--- src/rtl/fetch_grant_sequencer.sv ---
// fetch_grant_sequencer
//   Queues up to two grants per cycle from the two-grant resolver and feeds
//   the head warp to the I-cache. The queue is a circular FIFO of
//   {warp_id, live} entries. A branch redirect (Flush_PC) kills that warp's
//   queued entry in place. Dead entries at the head are silently discarded.
//
//   Optional feature macro: FETCH_SEQ_PERF_EN adds saturating performance
//   counters Perf_Fetch_Cnt / Perf_Drop_Cnt.
//
// Ports
//   clk, rst                 clock, synchronous active-high reset
//   GRT_1, GRT_2   [7:0]     one-hot/zero grants; GRT_1 is ordered first
//   Flush_PC       [7:0]     per-warp kill of queued entries
//   ICache_Ready             I-cache accepts the head this cycle
//   Fetch_Valid, Fetch_WarpID  head entry presented to the I-cache
//   Pending_PC     [7:0]     warp has a live queued entry
//   Queue_Full               fewer than two free slots
//   Queue_Count              occupied entries, killed entries included
//   Drop_Err                 sticky, a grant was lost to overflow
module fetch_grant_sequencer #(
  parameter int DEPTH = 4
) (
  input  logic                     clk,
  input  logic                     rst,
  input  logic [7:0]               GRT_1,
  input  logic [7:0]               GRT_2,
  input  logic [7:0]               Flush_PC,
  input  logic                     ICache_Ready,
  output logic                     Fetch_Valid,
  output logic [2:0]               Fetch_WarpID,
  output logic [7:0]               Pending_PC,
  output logic                     Queue_Full,
  output logic [$clog2(DEPTH):0]   Queue_Count,
  output logic                     Drop_Err
`ifdef FETCH_SEQ_PERF_EN
  ,
  output logic [15:0]              Perf_Fetch_Cnt,
  output logic [15:0]              Perf_Drop_Cnt
`endif
);

  localparam int PW = $clog2(DEPTH);
  localparam int CW = PW + 1;

  typedef struct packed {
    logic [2:0] warp_id;
    logic       live;
  } entry_t;

  entry_t        q [DEPTH];
  logic [PW-1:0] head, tail;
  logic [CW-1:0] count;

  function automatic logic [2:0] oh2id(input logic [7:0] oh);
    oh2id = 3'd0;
    for (int i = 0; i < 8; i++)
      if (oh[i]) oh2id = 3'(i);
  endfunction

  // Outputs depend on registers only.
  assign Fetch_Valid  = (count != '0) && q[head].live;
  assign Fetch_WarpID = q[head].warp_id;
  assign Queue_Count  = count;
  assign Queue_Full   = count > CW'(DEPTH - 2);

  logic [7:0]  pend_eff, push_mask, pop_mask;
  logic        c1, c2, p1, p2, pop, fpop;
  logic [CW:0] free;
  logic [1:0]  n_push, n_drop;
  logic [2:0]  id_a, id_b;

  always_comb begin
    // A flush in the same cycle frees the warp before its grant is judged.
    pend_eff  = Pending_PC & ~Flush_PC;
    c1        = (GRT_1 != 8'h0) && ((GRT_1 & pend_eff) == 8'h0);
    c2        = (GRT_2 != 8'h0) && (GRT_2 != GRT_1) && ((GRT_2 & pend_eff) == 8'h0);
    fpop      = Fetch_Valid && ICache_Ready;
    // Dead heads drain without waiting for the I-cache.
    pop       = (count != '0) && (!q[head].live || ICache_Ready);
    free      = (CW+1)'(DEPTH) - (CW+1)'(count) + (CW+1)'(pop);
    p1        = c1 && (free != '0);
    p2        = c2 && (free > (CW+1)'(p1));
    n_push    = 2'(p1) + 2'(p2);
    n_drop    = 2'(c1 && !p1) + 2'(c2 && !p2);
    id_a      = p1 ? oh2id(GRT_1) : oh2id(GRT_2);
    id_b      = oh2id(GRT_2);
    push_mask = (p1 ? GRT_1 : 8'h0) | (p2 ? GRT_2 : 8'h0);
    // Only a live pop clears pending; a dead entry's warp was already
    // cleared by its flush and may own a newer live entry by now.
    pop_mask  = fpop ? (8'h01 << Fetch_WarpID) : 8'h0;
  end

  always_ff @(posedge clk) begin
    if (rst) begin
      head       <= '0;
      tail       <= '0;
      count      <= '0;
      Pending_PC <= 8'h0;
      Drop_Err   <= 1'b0;
      for (int i = 0; i < DEPTH; i++) q[i] <= '0;
    end else begin
      for (int i = 0; i < DEPTH; i++)
        if (Flush_PC[q[i].warp_id]) q[i].live <= 1'b0;
      // New entries are written after the kill so they land live.
      if (n_push != 2'd0) q[tail] <= '{warp_id: id_a, live: 1'b1};
      if (n_push == 2'd2) q[tail + PW'(1)] <= '{warp_id: id_b, live: 1'b1};
      head       <= head + PW'(pop);
      tail       <= tail + PW'(n_push);
      count      <= count + CW'(n_push) - CW'(pop);
      Pending_PC <= (Pending_PC & ~Flush_PC & ~pop_mask) | push_mask;
      if (n_drop != 2'd0) Drop_Err <= 1'b1;
    end
  end

`ifdef FETCH_SEQ_PERF_EN
  logic [16:0] drop_sum;
  assign drop_sum = {1'b0, Perf_Drop_Cnt} + 17'(n_drop);

  always_ff @(posedge clk) begin
    if (rst) begin
      Perf_Fetch_Cnt <= 16'h0;
      Perf_Drop_Cnt  <= 16'h0;
    end else begin
      if (fpop && Perf_Fetch_Cnt != 16'hFFFF) Perf_Fetch_Cnt <= Perf_Fetch_Cnt + 16'h1;
      Perf_Drop_Cnt <= drop_sum[16] ? 16'hFFFF : drop_sum[15:0];
    end
  end
`endif

endmodule

--- config.mk ---
export PLATFORM = sky130hd
export DESIGN_NAME = fetch_grant_sequencer
export DESIGN_NICKNAME = d
export VERILOG_FILES = /design/src/rtl/fetch_grant_sequencer.sv
export SDC_FILE = /design/constraint.sdc
export NUM_CORES = 1
export LEC_CHECK = 0
export CAP_MARGIN = 20
export CORE_MARGIN = 10
export CORE_UTILIZATION = 52
export CTS_CLUSTER_DIAMETER = 40
export DETAILED_ROUTE_END_ITERATION = 8
export GPL_ROUTABILITY_DRIVEN = 0
export PLACE_DENSITY = 0.88
export SYNTH_ARGS = -nofsm -noshare
export SYNTH_HDL_FRONTEND = slang
export SYNTH_SLANG_ARGS = --single-unit
--- constraint.sdc ---
create_clock -name clk -period 6.1 [get_ports clk]
set_clock_uncertainty 0.05 [all_clocks]
set_input_delay 1.22 -clock clk [delete_from_list [all_inputs] [get_ports clk]]
set_output_delay 1.22 -clock clk [all_outputs]
set_load 0.02 [all_outputs]
Word level (Yosys, flattened, before mapping). Memory sizes are Yosys's and may differ from the RTL's. A register that Yosys moved wholly into a read port is not among the register bits. Index checks and enable logic that the tools add are counted.

Register bits after elaboration: 16. Bits in writable memories: 16. Bits of input ports: 27. Output and inout port bits: 17. Word-level logic and storage cells: 109. Memories kept: 1.

Add/sub/neg operators: 9. $lt $le $gt $ge: 6. Equality and inequality tests: 2. Shifts and indexed selects: 1. Multiplexer cells: 51. Bitwise gates (word level): 12. Reductions and logical operators: 22.

Memory list: q (words 4, bits a word 4, rd ports 5, clocked after memory_dff 1, wr ports 6, line 50) `entry_t q [DEPTH];`.

Operators by type and width (number): 3-bit 2-to-1 mux (13); 8-bit bitwise AND (4); 1-bit 2-to-1 mux (30); 8-bit 2-to-1 mux (3); 8-bit zero test (2); 3-bit by 4-bit < comparator with 1-bit output, second input constant (4); 8-bit NOT (2); 8-bit OR (2); 8-bit nonzero test (2); 1-bit binary-select mux with 3-bit select (4); 1-bit logical AND (10); 8-bit != test (1); 1-bit by 3-bit left shift with 8-bit output, first input constant (1); 1-bit by 1-bit adder with 2-bit output (2); 4-bit by 1-bit adder with 4-bit output (1); 4-bit by 1-bit > comparator with 1-bit output (1); 1-bit OR (4); 2-bit nonzero test (2); 4-bit nonzero test (1); 3-bit by 3-bit subtractor with 4-bit output, first input constant (1); 3-bit by 2-bit adder with 3-bit output (1); 3-bit by 2-bit > comparator with 1-bit output, second input constant (1); 1-bit zero test (3); 3-bit nonzero test (1); other kinds (7) (7).

Depth between registers and ports, before layout.
Depth in word-level cells: 13. Depth in mapped cells: 23.

Worst setup path before layout. No wires, ideal clock.

Path kind: input port to flip-flop. From: input port ICache_Ready. To: register count[2], in the netlist Queue_Count[2]. Library setup time: 0.128 ns. Arrival: 4.785 ns. Required time: 5.922 ns. Setup slack: 1.137 ns. Stages on the path: 23. Path buffers: 1. Cell sequence: inv_1 -> a21o_1 -> ha_1 -> inv_1 -> ha_1 -> nor2b_1 -> a31oi_2 -> nor3b_1 -> nor3_2 -> buf_2 -> ha_1 -> nor2_1 -> nor3_2 -> nor3_4 -> ha_1 -> inv_1 -> ha_1 -> inv_1 -> ha_1 -> fa_1 -> xor2_1 -> xnor2_1 -> nor2_1.

Cells in the longest elaborated chain, start to end: 10.

Ends and longest elaborated chain: start, declared (line 28) `input logic ICache_Ready,`; 1-bit logical OR (*) (line 79) `pop = (count != '0) && (!q[head].live || ICache_Ready);`; 1-bit logical AND (*) (line 79); 4-bit by 1-bit adder with 4-bit output (line 80) `free = (CW+1)'(DEPTH) - (CW+1)'(count) + (CW+1)'(pop);`; 4-bit nonzero test (line 81) `p1 = c1 && (free != '0);`; 1-bit logical AND (line 81); 4-bit by 1-bit > comparator with 1-bit output (line 82) `p2 = c2 && (free > (CW+1)'(p1));`; 1-bit logical AND (line 82); 1-bit by 1-bit adder with 2-bit output (line 83) `n_push = 2'(p1) + 2'(p2);`; 3-bit by 2-bit adder with 3-bit output (line 109) `count <= count + CW'(n_push) - CW'(pop);`; 3-bit by 1-bit subtractor with 3-bit output (*) (line 109); end signal, assigned (line 109); end, declared (line 52) `logic [CW-1:0] count;`.

Every way passes the cells marked *; elsewhere a longest branch is shown, timed or not. A chain may end at the register's enable or synchronous reset.

Worst setup path in the final report. Same ends and word-level chain as after synthesis.

==> flow_metrics.env <==
export IMPL_period_needed_ns=5.140
export IMPL_die_x_um=86.68
export IMPL_fin_tns_setup_ns=0
export IMPL_syn_num_nets=273
export IMPL_min_from="q[2][0]$_SDFFE_PP1P_"
export IMPL_track_usage=0.1765
export IMPL_port_buffers=43
export IMPL_path_max_fanout=3
export IMPL_grt_pass1_vias=2201
export IMPL_overflow=0
export IMPL_worst_skew_pair_late_latency_ns=0.28
export IMPL_postRouteAntennaNets=0
export IMPL_syn_to_final_growth_pct=26.35
export IMPL_initial_core_util=0.5347
export IMPL_cp_end_kind="register"
export IMPL_crit_top_cell="ha_1"
export IMPL_drtPass1Iterations=7
export IMPL_cts_hold_buf=0
export IMPL_maxCapViolCount=0
export IMPL_cts_resized=0
export IMPL_mostFrequentLayoutCells="43 x clkdlybuf4s50_1, 20 x dfxtp_1, 16 x nor2_1, 15 x inv_1"
export IMPL_ys_flop_type="dfxtp_1"
export IMPL_clock_fmax_ghz=0.1946
export IMPL_stdcell_count=337
export IMPL_yosysWarningCount=0
export IMPL_routedWlPerCell_um=19.50
export IMPL_layout_commonest_cell="clkdlybuf4s50_1"
export IMPL_crit_arrival_ns=5.23
export IMPL_synth_edf_count=12
export IMPL_first_iter_violations=266
export IMPL_num_antenna_cells=0
export IMPL_nFillCells=358
export IMPL_start_kind="input pin"
export IMPL_routed_via_count=2221
export IMPL_cts_clk_slew_worst_paths_ns=0.07
export IMPL_p_clk_frac=0.122
export IMPL_cp_slowest_cell="clkdlybuf4s50_1"
export IMPL_layout_nets=322
export IMPL_worstMarginPinSlew_ns=0.7956
export IMPL_crit_chain="clkdlybuf4s50_1, inv_1, a21o_1, ha_1, inv_1, ha_1, nor2b_1, a31oi_2, nor3b_1, nor3_2, ha_1, nor2_1, nor3_2, nor3_4, ha_1, inv_1, ha_1, inv_1, ha_1, fa_1, xor2_1, xnor2_1, nor2_1"
export IMPL_powerDensity_nw_per_um2=565.5
export IMPL_grt_antenna_before_repair=0
export IMPL_rrSetupSlack_ns=1.30
export IMPL_seq_power_share=0.252
export IMPL_dp_worst_setup_slack_ns=0.6820
export IMPL_grt_setup_unrepaired="no"
export IMPL_routed_wirelength_um=6571
export IMPL_path_buf_inv=5
export IMPL_cts_num_sinks=32
export IMPL_power_leakage_nw=1.125
export IMPL_crit_type="in2reg"
export IMPL_cts_buffers=5
export IMPL_fin_util=0.6756
export IMPL_crit_family="adder cells"
export IMPL_ios=44
export IMPL_floorplan_die_height_um=86.68
export IMPL_avgViaCountPerCell=6.591
export IMPL_cts_setup_buffers=0
export IMPL_hold_violations=0
export IMPL_drive_gt1_frac=0.1088
export IMPL_cts_tree="done"
export IMPL_power_internal_mw=0.9433
export IMPL_peakVddDrop_uv=434.8
export IMPL_syn_avg_cell_area_sq_um=9.839
export IMPL_post_route_period_util=0.8426
export IMPL_maxSlewViolCount=0
export IMPL_coreArea_sq_um=4324
export IMPL_fin_total_pwr_mw=1.652
export IMPL_cp_startpoint="ICache_Ready"
export IMPL_slew_headroom=0.4680
export IMPL_synth_area_sq_um=2312
export IMPL_p_sw_mw=0.7087
export IMPL_status="finished, final reports clean"
export IMPL_grt_max_degree=22
export IMPL_drcViolationCount=0
export IMPL_required_ns=6.19
export IMPL_ctsLongestPathBuffers=2
export IMPL_max_stage_delay_ns=0.49
export IMPL_setup_viol=0
export IMPL_dp_cells=329
export IMPL_async_reset_ff_frac=0
export IMPL_synth_distinct_cells=49
export IMPL_finalWorstSetupSlack_ns=0.9602
export IMPL_cts_root_buf="clkbuf_8"
export IMPL_reg2reg_from="head[0]$_SDFF_PP0_"
export IMPL_seq_area_frac_synth=0.3290
export IMPL_swShare=0.4290
export IMPL_h_tree_depth=2
export IMPL_min_path_type="reg2reg"
export IMPL_rows=24
export IMPL_dieArea_sq_um=7513
export IMPL_combinationalPowerShare=0.626
export IMPL_synth_seq_cells=32
export IMPL_grt_pass1_wl_um=10660
export IMPL_synth_cells=235
export IMPL_dp_hpwl_um=5201
==> kinds of logic (layout without fill, tap and decap cells) <==
| logic type | Yosys count | count (layout) | synth area share |
|---|---|---|---|
| AND/OR/NAND/NOR | 83 | 83 | 0.2105 |
| buffers and inverters | 21 | 71 | 0.03462 |
| flip-flops | 32 | 32 | 0.3290 |
| XOR/XNOR | 13 | 13 | 0.04924 |
| multiplexers | 17 | 17 | 0.1488 |
| adder cells (fa/ha/maj) | 11 | 11 | 0.06277 |
| AO/OA/AOI/OAI | 58 | 58 | 0.1650 |
==> Yosys cell counts (2+ instances only) <==
| master | number | share of area |
|---|---|---|
| a22oi_1 | 11 | 0.036 |
| nor3_2 | 2 | 0.0087 |
| nor2b_1 | 12 | 0.032 |
| o21a_1 | 2 | 0.0065 |
| dfxtp_1 | 20 | 0.17 |
| ha_1 | 10 | 0.054 |
| nand2b_1 | 4 | 0.011 |
| inv_2 | 2 | 0.0032 |
| xor2_1 | 2 | 0.0076 |
| o22ai_1 | 12 | 0.032 |
| mux4_2 | 6 | 0.058 |
| a2111oi_1 | 2 | 0.0087 |
| mux4_1 | 6 | 0.068 |
| and3b_2 | 4 | 0.017 |
| nand2_1 | 8 | 0.013 |
| a21oi_1 | 14 | 0.030 |
| nor3_1 | 6 | 0.013 |
| xnor2_1 | 11 | 0.042 |
| nand3_1 | 14 | 0.030 |
| o21bai_1 | 2 | 0.0065 |
| nand4_1 | 3 | 0.0081 |
| a311o_1 | 2 | 0.0087 |
| and3b_1 | 2 | 0.0076 |
| nor2_1 | 16 | 0.026 |
| mux2i_1 | 4 | 0.017 |
| edfxtp_1 | 12 | 0.16 |
| a21o_1 | 2 | 0.0065 |
| nor2b_2 | 2 | 0.0076 |
| o21ai_0 | 8 | 0.017 |
| inv_1 | 15 | 0.024 |
==> through the flow <==
| step | instance area, sq um | hold WS (ns) |
|---|---|---|
| 4_1_cts | 2922 | 0.4471 |
| 2_1_floorplan | 2312 | 0.4052 |
| 3_5_place_dp | 2810 | 0.4341 |
| 6_report | 2922 | 0.4447 |
| 5_1_grt | 2922 | 0.4711 |
| 3_3_place_gp | 2810 | 0.4251 |
==> final cells by class <==
cell class | count | area (sq um) | area share
repair buffers | 45 | 445.4 | 0.1525
flip-flops and latches | 32 | 760.7 | 0.2604
clock inverters | 3 | 42.54 | 0.01456
clock buffers | 5 | 68.82 | 0.02355
well taps | 52 | 65.06 | 0.02227
inverters | 18 | 67.56 | 0.02313
multi-input cells | 182 | 1471 | 0.5036
==> sequential cells by signal, indices dropped and copies added (netlist names) <==
| name | flops |
|---|---|
| q | 16 |
| Pending_PC | 8 |
| Queue_Count | 3 |
| head | 2 |
| tail | 2 |
| Drop_Err | 1 |
==> power groups by stage <==
| stage | clock (mW) | combinational, mW | sequential (mW) |
|---|---|---|---|
| 6_report | 0.202 | 1.03 | 0.416 |
| 5_1_grt | 0.215 | 1.15 | 0.428 |
| 4_1_cts | 0.204 | 1.03 | 0.414 |
| 3_5_place_dp | 0 | 1.02 | 0.418 |
| 3_3_place_gp | 0 | 0.992 | 0.410 |
| 2_1_floorplan | 0 | 0.681 | 0.433 |
==> path summary, 6_finish.rpt <==
| check | cells past startpoint | to |
|---|---|---|
| max | 23 | Queue_Count[2]$_SDFF_PP0_ |
| min reg2reg | 1 | q[2][0]$_SDFFE_PP1P_ |
| max reg2reg | 22 | Queue_Count[2]$_SDFF_PP0_ |
| min | 1 | q[2][0]$_SDFFE_PP1P_ |
==> metal layers <==
layer	vias to the layer above	part of all wire	track usage
li1	995	-	-
met1	1060	0.37	0.2061
met2	152	0.48	0.2886
met3	14	0.12	0.06285
met4	0	0.019	0.06775
met5	-	0	0
No activity file was read; power rests on OpenSTA's default activity.
